--- config.mk ---
export PLATFORM = sky130hd
export DESIGN_NAME = traffic_phase_ctrl
export DESIGN_NICKNAME = d
export VERILOG_FILES = /design/src/rtl/traffic_phase_ctrl_pkg.sv /design/src/rtl/second_counter.sv /design/src/rtl/traffic_phase_ctrl.sv
export SDC_FILE = /design/constraint.sdc
export NUM_CORES = 1
export LEC_CHECK = 0
export CAP_MARGIN = 20
export CORE_ASPECT_RATIO = 0.9
export CORE_MARGIN = 3
export CORE_UTILIZATION = 48
export DETAILED_ROUTE_END_ITERATION = 10
export GPL_ROUTABILITY_DRIVEN = 0
export HOLD_SLACK_MARGIN = 0.1
export PLACE_DENSITY = 0.75
export SKIP_LAST_GASP = 1
export SYNTH_ARGS = -nofsm -noshare
export SYNTH_HDL_FRONTEND = slang
export SYNTH_HIERARCHICAL = 1
export SYNTH_SLANG_ARGS = --single-unit
--- constraint.sdc ---
create_clock -name clk -period 2.69 [get_ports clk]
set_input_delay 0.4035 -clock clk [delete_from_list [all_inputs] [get_ports clk]]
set_output_delay 0.4035 -clock clk [all_outputs]
set_load 0.02 [all_outputs]
--- src/rtl/traffic_phase_ctrl_pkg.sv ---
// Shared definitions for the traffic phase controller: phase codes, lamp
// encodings, display width, and helpers for phase duration and lamp decode.
package traffic_phase_ctrl_pkg;

  localparam int unsigned REMAIN_W   = 7;
  localparam int unsigned SEC_PERIOD = 100;

  typedef enum logic [2:0] {
    ST_MAIN_G = 3'd0,
    ST_MAIN_Y = 3'd1,
    ST_RED_A  = 3'd2,
    ST_SIDE_G = 3'd3,
    ST_SIDE_Y = 3'd4,
    ST_RED_B  = 3'd5,
    ST_FLASH  = 3'd6
  } phase_e;

  // Lamp encoding is one-hot {red, yellow, green}.
  localparam logic [2:0] LIGHT_RED = 3'b100;
  localparam logic [2:0] LIGHT_YEL = 3'b010;
  localparam logic [2:0] LIGHT_GRN = 3'b001;
  localparam logic [2:0] LIGHT_OFF = 3'b000;

  // A zero duration would stall the down-counter at its terminal count, so it
  // is lifted to 1; anything beyond the two-digit display is capped at 99.
  function automatic logic [REMAIN_W-1:0] phase_dur(input int unsigned secs);
    if (secs == 0) begin
      return REMAIN_W'(1);
    end else if (secs > 99) begin
      return REMAIN_W'(99);
    end else begin
      return secs[REMAIN_W-1:0];
    end
  endfunction

  // Returns {main, side}. Only MAIN_G and SIDE_G carry a green, each paired
  // with red on the other road, so a green/green conflict has no encoding.
  function automatic logic [5:0] lights_of(input phase_e st, input logic blink);
    case (st)
      ST_MAIN_G: return {LIGHT_GRN, LIGHT_RED};
      ST_MAIN_Y: return {LIGHT_YEL, LIGHT_RED};
      ST_SIDE_G: return {LIGHT_RED, LIGHT_GRN};
      ST_SIDE_Y: return {LIGHT_RED, LIGHT_YEL};
      ST_FLASH:  return blink ? {LIGHT_YEL, LIGHT_YEL} : {LIGHT_OFF, LIGHT_OFF};
      default:   return {LIGHT_RED, LIGHT_RED};
    endcase
  endfunction

endpackage

--- src/rtl/second_counter.sv ---
// One-second tick generator: a down-counter that reloads at its terminal count.
// Ports:
//   clk, rst_n     - clock, async active-low reset
//   en             - count enable; when low the count holds and no tick is issued
//   second_finish  - one-cycle tick, high while the count is at zero and enabled
//   pre_last       - high one enabled cycle before second_finish
module second_counter #(
  parameter int unsigned PERIOD = 100
) (
  input  logic clk,
  input  logic rst_n,
  input  logic en,
  output logic second_finish,
  output logic pre_last
);

  localparam int unsigned CNT_W = (PERIOD > 1) ? $clog2(PERIOD) : 1;
  localparam logic [CNT_W-1:0] CNT_LOAD = CNT_W'(PERIOD - 1);

  logic [CNT_W-1:0] cnt_q, cnt_d;

  always_comb begin
    cnt_d = cnt_q;
    if (en) begin
      cnt_d = (cnt_q == '0) ? CNT_LOAD : cnt_q - 1'b1;
    end
  end

  always_ff @(posedge clk or negedge rst_n) begin
    if (!rst_n) begin
      cnt_q <= CNT_LOAD;
    end else begin
      cnt_q <= cnt_d;
    end
  end

  assign second_finish = en && (cnt_q == '0);
  assign pre_last      = en && (cnt_q == CNT_W'(1));

endmodule

--- src/rtl/traffic_phase_ctrl.sv ---
// Two-road intersection phase sequencer driven by a one-second tick.
// Ports:
//   clk, rst_n    - clock, async active-low reset
//   run           - 1 advances the cycle, 0 freezes tick generator and state
//   side_req      - side-road sensor / pedestrian button (level or pulse)
//   flash         - forces flashing-yellow fallback
//   main_light    - main road lamps, one-hot {red, yellow, green}
//   side_light    - side road lamps, one-hot {red, yellow, green}
//   remain        - seconds left in the current phase
//   side_pending  - a side request is latched and not yet served
//   phase         - current state code
//
// state  | meaning
// -------+----------------------------------------------------
// MAIN_G | main green; held at remain=1 until a side request
// MAIN_Y | main yellow
// RED_A  | all-red clearance before side green
// SIDE_G | side green; side request latch cleared on entry
// SIDE_Y | side yellow
// RED_B  | all-red clearance before main green; reset state
// FLASH  | both yellow blinking on each tick, remain forced to 0
module traffic_phase_ctrl
  import traffic_phase_ctrl_pkg::*;
#(
  parameter int unsigned T_MAIN_G = 10,
  parameter int unsigned T_MAIN_Y = 3,
  parameter int unsigned T_SIDE_G = 6,
  parameter int unsigned T_SIDE_Y = 3,
  parameter int unsigned T_ALLRED = 1
) (
  input  logic                clk,
  input  logic                rst_n,
  input  logic                run,
  input  logic                side_req,
  input  logic                flash,
  output logic [2:0]          main_light,
  output logic [2:0]          side_light,
  output logic [REMAIN_W-1:0] remain,
  output logic                side_pending,
  output logic [2:0]          phase
);

  localparam logic [REMAIN_W-1:0] DUR_MAIN_G = phase_dur(T_MAIN_G);
  localparam logic [REMAIN_W-1:0] DUR_MAIN_Y = phase_dur(T_MAIN_Y);
  localparam logic [REMAIN_W-1:0] DUR_SIDE_G = phase_dur(T_SIDE_G);
  localparam logic [REMAIN_W-1:0] DUR_SIDE_Y = phase_dur(T_SIDE_Y);
  localparam logic [REMAIN_W-1:0] DUR_ALLRED = phase_dur(T_ALLRED);

  logic tick;
  logic unused_pre_last;

  second_counter #(
    .PERIOD(SEC_PERIOD)
  ) u_sec (
    .clk          (clk),
    .rst_n        (rst_n),
    .en           (run),
    .second_finish(tick),
    .pre_last     (unused_pre_last)
  );

  phase_e              state_q, state_d;
  logic [REMAIN_W-1:0] remain_q, remain_d;
  logic                blink_q, blink_d;
  logic                side_pending_q, side_pending_d;
  logic [2:0]          main_light_q, main_light_d;
  logic [2:0]          side_light_q, side_light_d;

  always_comb begin
    state_d        = state_q;
    remain_d       = remain_q;
    blink_d        = blink_q;
    side_pending_d = side_pending_q;

    if (flash) begin
      state_d  = ST_FLASH;
      remain_d = '0;
      // Every FLASH episode starts dark; blink only toggles once inside.
      if (state_q != ST_FLASH) begin
        blink_d = 1'b0;
      end else if (tick) begin
        blink_d = ~blink_q;
      end
    end else if (state_q == ST_FLASH) begin
      // Leaving flash always passes through all-red before main green.
      state_d  = ST_RED_B;
      remain_d = DUR_ALLRED;
      blink_d  = 1'b0;
    end else if (tick) begin
      if (remain_q > REMAIN_W'(1)) begin
        remain_d = remain_q - REMAIN_W'(1);
      end else if ((state_q == ST_MAIN_G) && !side_pending_q) begin
        remain_d = REMAIN_W'(1);
      end else begin
        case (state_q)
          ST_MAIN_G: begin state_d = ST_MAIN_Y; remain_d = DUR_MAIN_Y; end
          ST_MAIN_Y: begin state_d = ST_RED_A;  remain_d = DUR_ALLRED; end
          ST_RED_A:  begin state_d = ST_SIDE_G; remain_d = DUR_SIDE_G; end
          ST_SIDE_G: begin state_d = ST_SIDE_Y; remain_d = DUR_SIDE_Y; end
          ST_SIDE_Y: begin state_d = ST_RED_B;  remain_d = DUR_ALLRED; end
          default:   begin state_d = ST_MAIN_G; remain_d = DUR_MAIN_G; end
        endcase
      end
    end

    if (run) begin
      side_pending_d = side_pending_q | side_req;
    end
    // Entering side green serves the request; this beats a same-cycle request.
    if ((state_d == ST_SIDE_G) && (state_q != ST_SIDE_G)) begin
      side_pending_d = 1'b0;
    end

    {main_light_d, side_light_d} = lights_of(state_d, blink_d);
  end

  always_ff @(posedge clk or negedge rst_n) begin
    if (!rst_n) begin
      state_q        <= ST_RED_B;
      remain_q       <= DUR_ALLRED;
      blink_q        <= 1'b0;
      side_pending_q <= 1'b0;
      main_light_q   <= LIGHT_RED;
      side_light_q   <= LIGHT_RED;
    end else begin
      state_q        <= state_d;
      remain_q       <= remain_d;
      blink_q        <= blink_d;
      side_pending_q <= side_pending_d;
      main_light_q   <= main_light_d;
      side_light_q   <= side_light_d;
    end
  end

  assign main_light   = main_light_q;
  assign side_light   = side_light_q;
  assign remain       = remain_q;
  assign side_pending = side_pending_q;
  assign phase        = state_q;

endmodule
==> flow_metrics.tcl, run 1 <==
set metrics [dict create \
    status "completed" \
    crit_path_cell_trace "clkdlybuf4s50_1 -> or4b_4 -> nor3b_2 -> or3b_2 -> or4_4 -> a31o_1 -> o21ai_1" \
    drt-initial-drc-count 120 \
    initial_utilization_pct 51.7 \
    peakVddDrop_mv 0.370 \
    cp_slowest_cell "clkdlybuf4s50_1" \
    dr_total_vias 1260 \
    r2r-start "u_sec/cnt_q[3]" \
    crit_type "input port to flop" \
    wl_per_cell_um 15.2 \
    reg2reg_depth 6 \
    antenna_found_initial 0 \
    skew_ps 4.03 \
    ctsResizeCount 0 \
    fin_crit_sh_pct 95.3 \
    rrSetupSlack_ps 150 \
    synth_nets 163 \
    layout_commonest_cell "clkdlybuf4s50_1" \
    end_kind "flop" \
    cts_tree "done" \
    insertion_delay_ps 320 \
    cts_setup_buffers 0 \
    synth_cells 154 \
    routed_wl_um 3310 \
    dpl_cell_area_mm2 0.00174 \
    hpwlAfterDp_um 2470 \
    ios 22 \
    grt_pass1_vias 1291 \
    ctsHoldBuffers 0 \
    nets 188 \
    layout-area-overhead-vs-synth_pct 21.1 \
    drive_gt1_share_pct 16.9 \
    grt_overflow 0 \
    first_pass_iters 5 \
    min_path_type "input port to asynchronous set/reset pin" \
    worst-path-max-fanout 2 \
    max-clock-path-buffers 2 \
    power_density_mw_per_mm2 627 \
    cts.sinks 25 \
    p_leak_nw 0.726 \
    holdWs_ps 454 \
    timing.final.max_slew_violations 0 \
    grt_util_all_layers_pct 19.6 \
    grt_pass1_wl_um 5770 \
    finalCriticalPeriod_ps 2560 \
    clk_pin_slew_ps 130 \
    root_buffer "clkbuf_4" \
    worst_slew_pin_slew_ps 652 \
    crit_buf_inv 1 \
    syn_area_mm2 0.00147 \
    cts_made_buffers 3 \
    grt_setup_unrepaired "no" \
    final_cell_mix "21 x clkdlybuf4s50_1, 16 x dfrtp_1, 15 x nand2_1" \
    final_area_mm2 0.00178 \
    fill_cells 255 \
    syn_avg_cell_area_um2 9.53 \
    fin_setup_tns_ps 0 \
    max_freq_mhz 390 \
    cts_max_level 1 \
    grt_max_degree 26 \
    r2r_end "main_light[1]" \
    core-area_mm2 0.00284 \
    relSlewSlack_pct 56.4 \
    critPathTopFamily "simple AND/OR/NAND/NOR gates" \
    placement.io_buffers 21 \
    die-height_um 58.5 \
    yosys_warnings 6 \
    start_kind "input port" \
    cap_violations 0 \
    die_width_um 64.3 \
    die-area_mm2 0.00376 \
    drc 0 \
    required_ps 2950 \
    worstPathArrival_ps 2820 \
    max_stage_delay_ps 480 \
    viasPerCell 5.78 \
    ant_nets 0 \
    rows 18 \
    hold_violations 0 \
    finalSetupViolCount 0 \
    diodes 0 \
]
==> worst register-to-register path: stages, from the launching register on <==
cell,delay [ps]
dfrtp_1,450
or4b_4,570
nor3b_2,200
or3b_2,460
or4_4,430
a31o_1,250
o21ai_1,120
==> metrics by stage <==
stage               std cells  total power [mW]  util [%]  setup slack (ps)
floorplan                 154             0.826         -              70.7
global placement          214             0.928      61.5              -141
detailed placement        214             0.952      61.5              -202
CTS                       218              1.12      62.4               129
global route              218              1.19      62.6              44.5
finish                    218              1.11      62.6               125
==> state kept, by name, summed over array words and instances, names as in the netlist <==
signal        cells
remain            7
blink_q           1
main_light        3
side_pending      1
phase             3
u_sec/cnt_q       7
side_light        3
==> worst max-delay path by stage <==
| stage | start | endpoint | slack [ps] | cells after the start |
|---|---|---|---|---|
| 5_1_grt | u_sec/cnt_q[2] | side_light[0] | 40 | 7 |
| 2_1_floorplan | run | main_light[1] | 70 | 7 |
| 3_3_place_gp | run | main_light[1] | -140 | 7 |
| 4_1_cts | run | main_light[1] | 130 | 7 |
| 3_5_place_dp | run | side_pending | -200 | 8 |
| 6_report | run | main_light[1] | 130 | 7 |
==> area by class of cell <==
cell class              count  area [um^2]  share of cell area (%)
flip-flops and latches     25          637                    35.8
clock buffers               4         26.3                    1.48
repair buffers             28          263                    14.8
multi-input cells         111          763                    43.0
well taps                  40         50.0                    2.82
inverters                  10         37.5                    2.11
==> layer usage <==
| layer | vias to the layer above | share of wire, % | GRT usage, % |
|---|---|---|---|
| met5 | - | 0 | 0 |
| met1 | 592 | 43 | 24.8 |
| met2 | 49 | 49 | 33.7 |
| met3 | 4 | 6.4 | 4.77 |
| met4 | 0 | 1.1 | 5.42 |
| li1 | 615 | - | - |
==> where the power goes <==
part           switching [mW]  internal [mW]  total, mW
clock                   0.108         0.0580      0.166
combinational           0.203          0.184      0.386
sequential             0.0942          0.467      0.562
Note: power is estimated with default switching activity, not from simulation.
==> run 2, diff against run 1 <==
- CORE_UTILIZATION: 48 -> 35
- PLACE_DENSITY: 0.75 -> 0.58
==> run 2 against run 1 <==
Count of clock-buffer cells in the layout fell by 1. Via count increased by 0.71%. First-iteration DRC count decreased by 14%. Register-to-register slack improved by 80 ps. Worst setup slack better by 12 ps. Fmax up 0.48%. Largest cell class unchanged. Wire length rose by 5.1%. Critical path type unchanged. Total power increased by 5.7%. Utilization shrank 16 points. Clock skew increased by 4.7 ps. Clock power increased by 31%. Highest routed layer unchanged.
==> flow_metrics.tcl, run 2 (synthesis results as in run 1) <==
set metrics [dict create \
    clk_pin_slew_ps 90 \
    max_freq_mhz 392 \
    grt_overflow 0 \
    skew_ps 8.76 \
    fin_crit_sh_pct 94.9 \
    diodes 0 \
    hpwlAfterDp_um 2590 \
    rrSetupSlack_ps 230 \
    fin_ws_ps 138 \
    nets 188 \
    final_cell_mix "21 x clkdlybuf4s50_1, 16 x dfrtp_1, 15 x nand2_1" \
    initial_utilization_pct 38.0 \
    layout_commonest_cell "clkdlybuf4s50_1" \
    antenna_found_initial 0 \
    fin_setup_tns_ps 0 \
    grt_setup_unrepaired "no" \
    r2r-start "u_sec/cnt_q[3]" \
    post-place-ws_ps -225 \
    drt-initial-drc-count 103 \
    grt_util_all_layers_pct 15.5 \
    required_ps 2890 \
    p_leak_nw 0.746 \
    crit_type "input port to flop" \
    grt_pass1_vias 1200 \
    worst-path-max-fanout 3 \
    hold_violations 0 \
    finalCriticalPeriod_ps 2550 \
    grt_pass1_wl_um 5930 \
    ant_nets 0 \
    power_density_mw_per_mm2 647 \
    die-area_mm2 0.00501 \
    relSlewSlack_pct 55.8 \
    crit_start "run" \
    routed_wl_um 3480 \
    fill_cells 361 \
    die_width_um 74.3 \
    die-height_um 67.4 \
    worstPathArrival_ps 2750 \
    start_kind "input port" \
    status "completed" \
    cts_made_buffers 3 \
    finalSetupViolCount 0 \
    worst_slew_pin_slew_ps 660 \
    dr_total_vias 1269 \
    wl_per_cell_um 15.5 \
    holdWs_ps 482 \
    insertion_delay_ps 270 \
    place_inst 220 \
    first_pass_iters 4 \
    cts.sinks 25 \
    viasPerCell 5.67 \
    ios 22 \
    rows 21 \
    min_path_type "input port to asynchronous set/reset pin" \
    timing.final.max_slew_violations 0 \
    placement.io_buffers 21 \
    drive_gt1_share_pct 17.4 \
    grt_max_degree 26 \
    core-area_mm2 0.00386 \
    max-clock-path-buffers 2 \
    peakVddDrop_mv 0.364 \
    ctsHoldBuffers 0 \
    end_kind "flop" \
    root_buffer "clkbuf_8" \
    cts_tree "done" \
    drc 0 \
    layout-area-overhead-vs-synth_pct 24.0 \
    cts_max_level 1 \
    final_cells 224 \
    cap_violations 0 \
]
run 2: timing repair:
action | in CTS | in global routing
resized for setup | 0 | 4
setup buffers | 0 | 0
setup endpoints to repair | 0 | 3
run 2: per-layer routing:
| layer | share of wire [%] | GRT usage, % |
|---|---|---|
| met1 | 48 | 21.9 |
| met2 | 46 | 23.8 |
| met3 | 5.3 | 4.17 |
| met4 | 0.52 | 3.56 |
| met5 | 0 | 0 |
run 2: worst paths after layout:
path | end | cells after the start
max | main_light[1] | 7
min | main_light[1] | 2
max reg2reg | main_light[1] | 6
min reg2reg | blink_q | 2
max in group asynchronous | remain[0] | 2
min in group clk | blink_q | 2
run 2: critical path: stages:
cell and delay, ps:
clkdlybuf4s50_1 480, or4b_4 480, nor3b_4 220, or3b_4 390, or4_4 420, a31o_1 240, o21ai_1 120
run 2: stage by stage:
step / utilization (%) / power, mW / cell area (um^2)
final: 47.1 / 1.18 / 1820
after global placement: 45.4 / 0.943 / 1750
after CTS: 46.6 / 1.18 / 1800
after detailed placement: 45.4 / 0.953 / 1750
after global routing: 47.1 / 1.27 / 1820
after floorplan: - / 0.826 / 1470
run 2: report_power, final:
group | switching [mW] | total [mW] | internal, mW
Clock | 0.114 | 0.218 | 0.103
Combinational | 0.210 | 0.397 | 0.187
Sequential | 0.0945 | 0.562 | 0.468
run 2: final cells by class:
| type | instances | area [um^2] | area share (%) |
|---|---|---|---|
| clock inverter | 1 | 5.00 | 0.275 |
| multi-input combinational | 111 | 778 | 42.8 |
| tap | 46 | 57.6 | 3.16 |
| clock buffer | 3 | 41.3 | 2.27 |
| inverter | 10 | 37.5 | 2.06 |
| timing repair buffer | 28 | 263 | 14.4 |
| sequential | 25 | 637 | 35.0 |
==> run 3, diff against run 2 <==
- SKIP_LAST_GASP: 1 -> unset
==> results of run 3 <==
The final DEF is identical to that of run 2; final timing and power are the same.
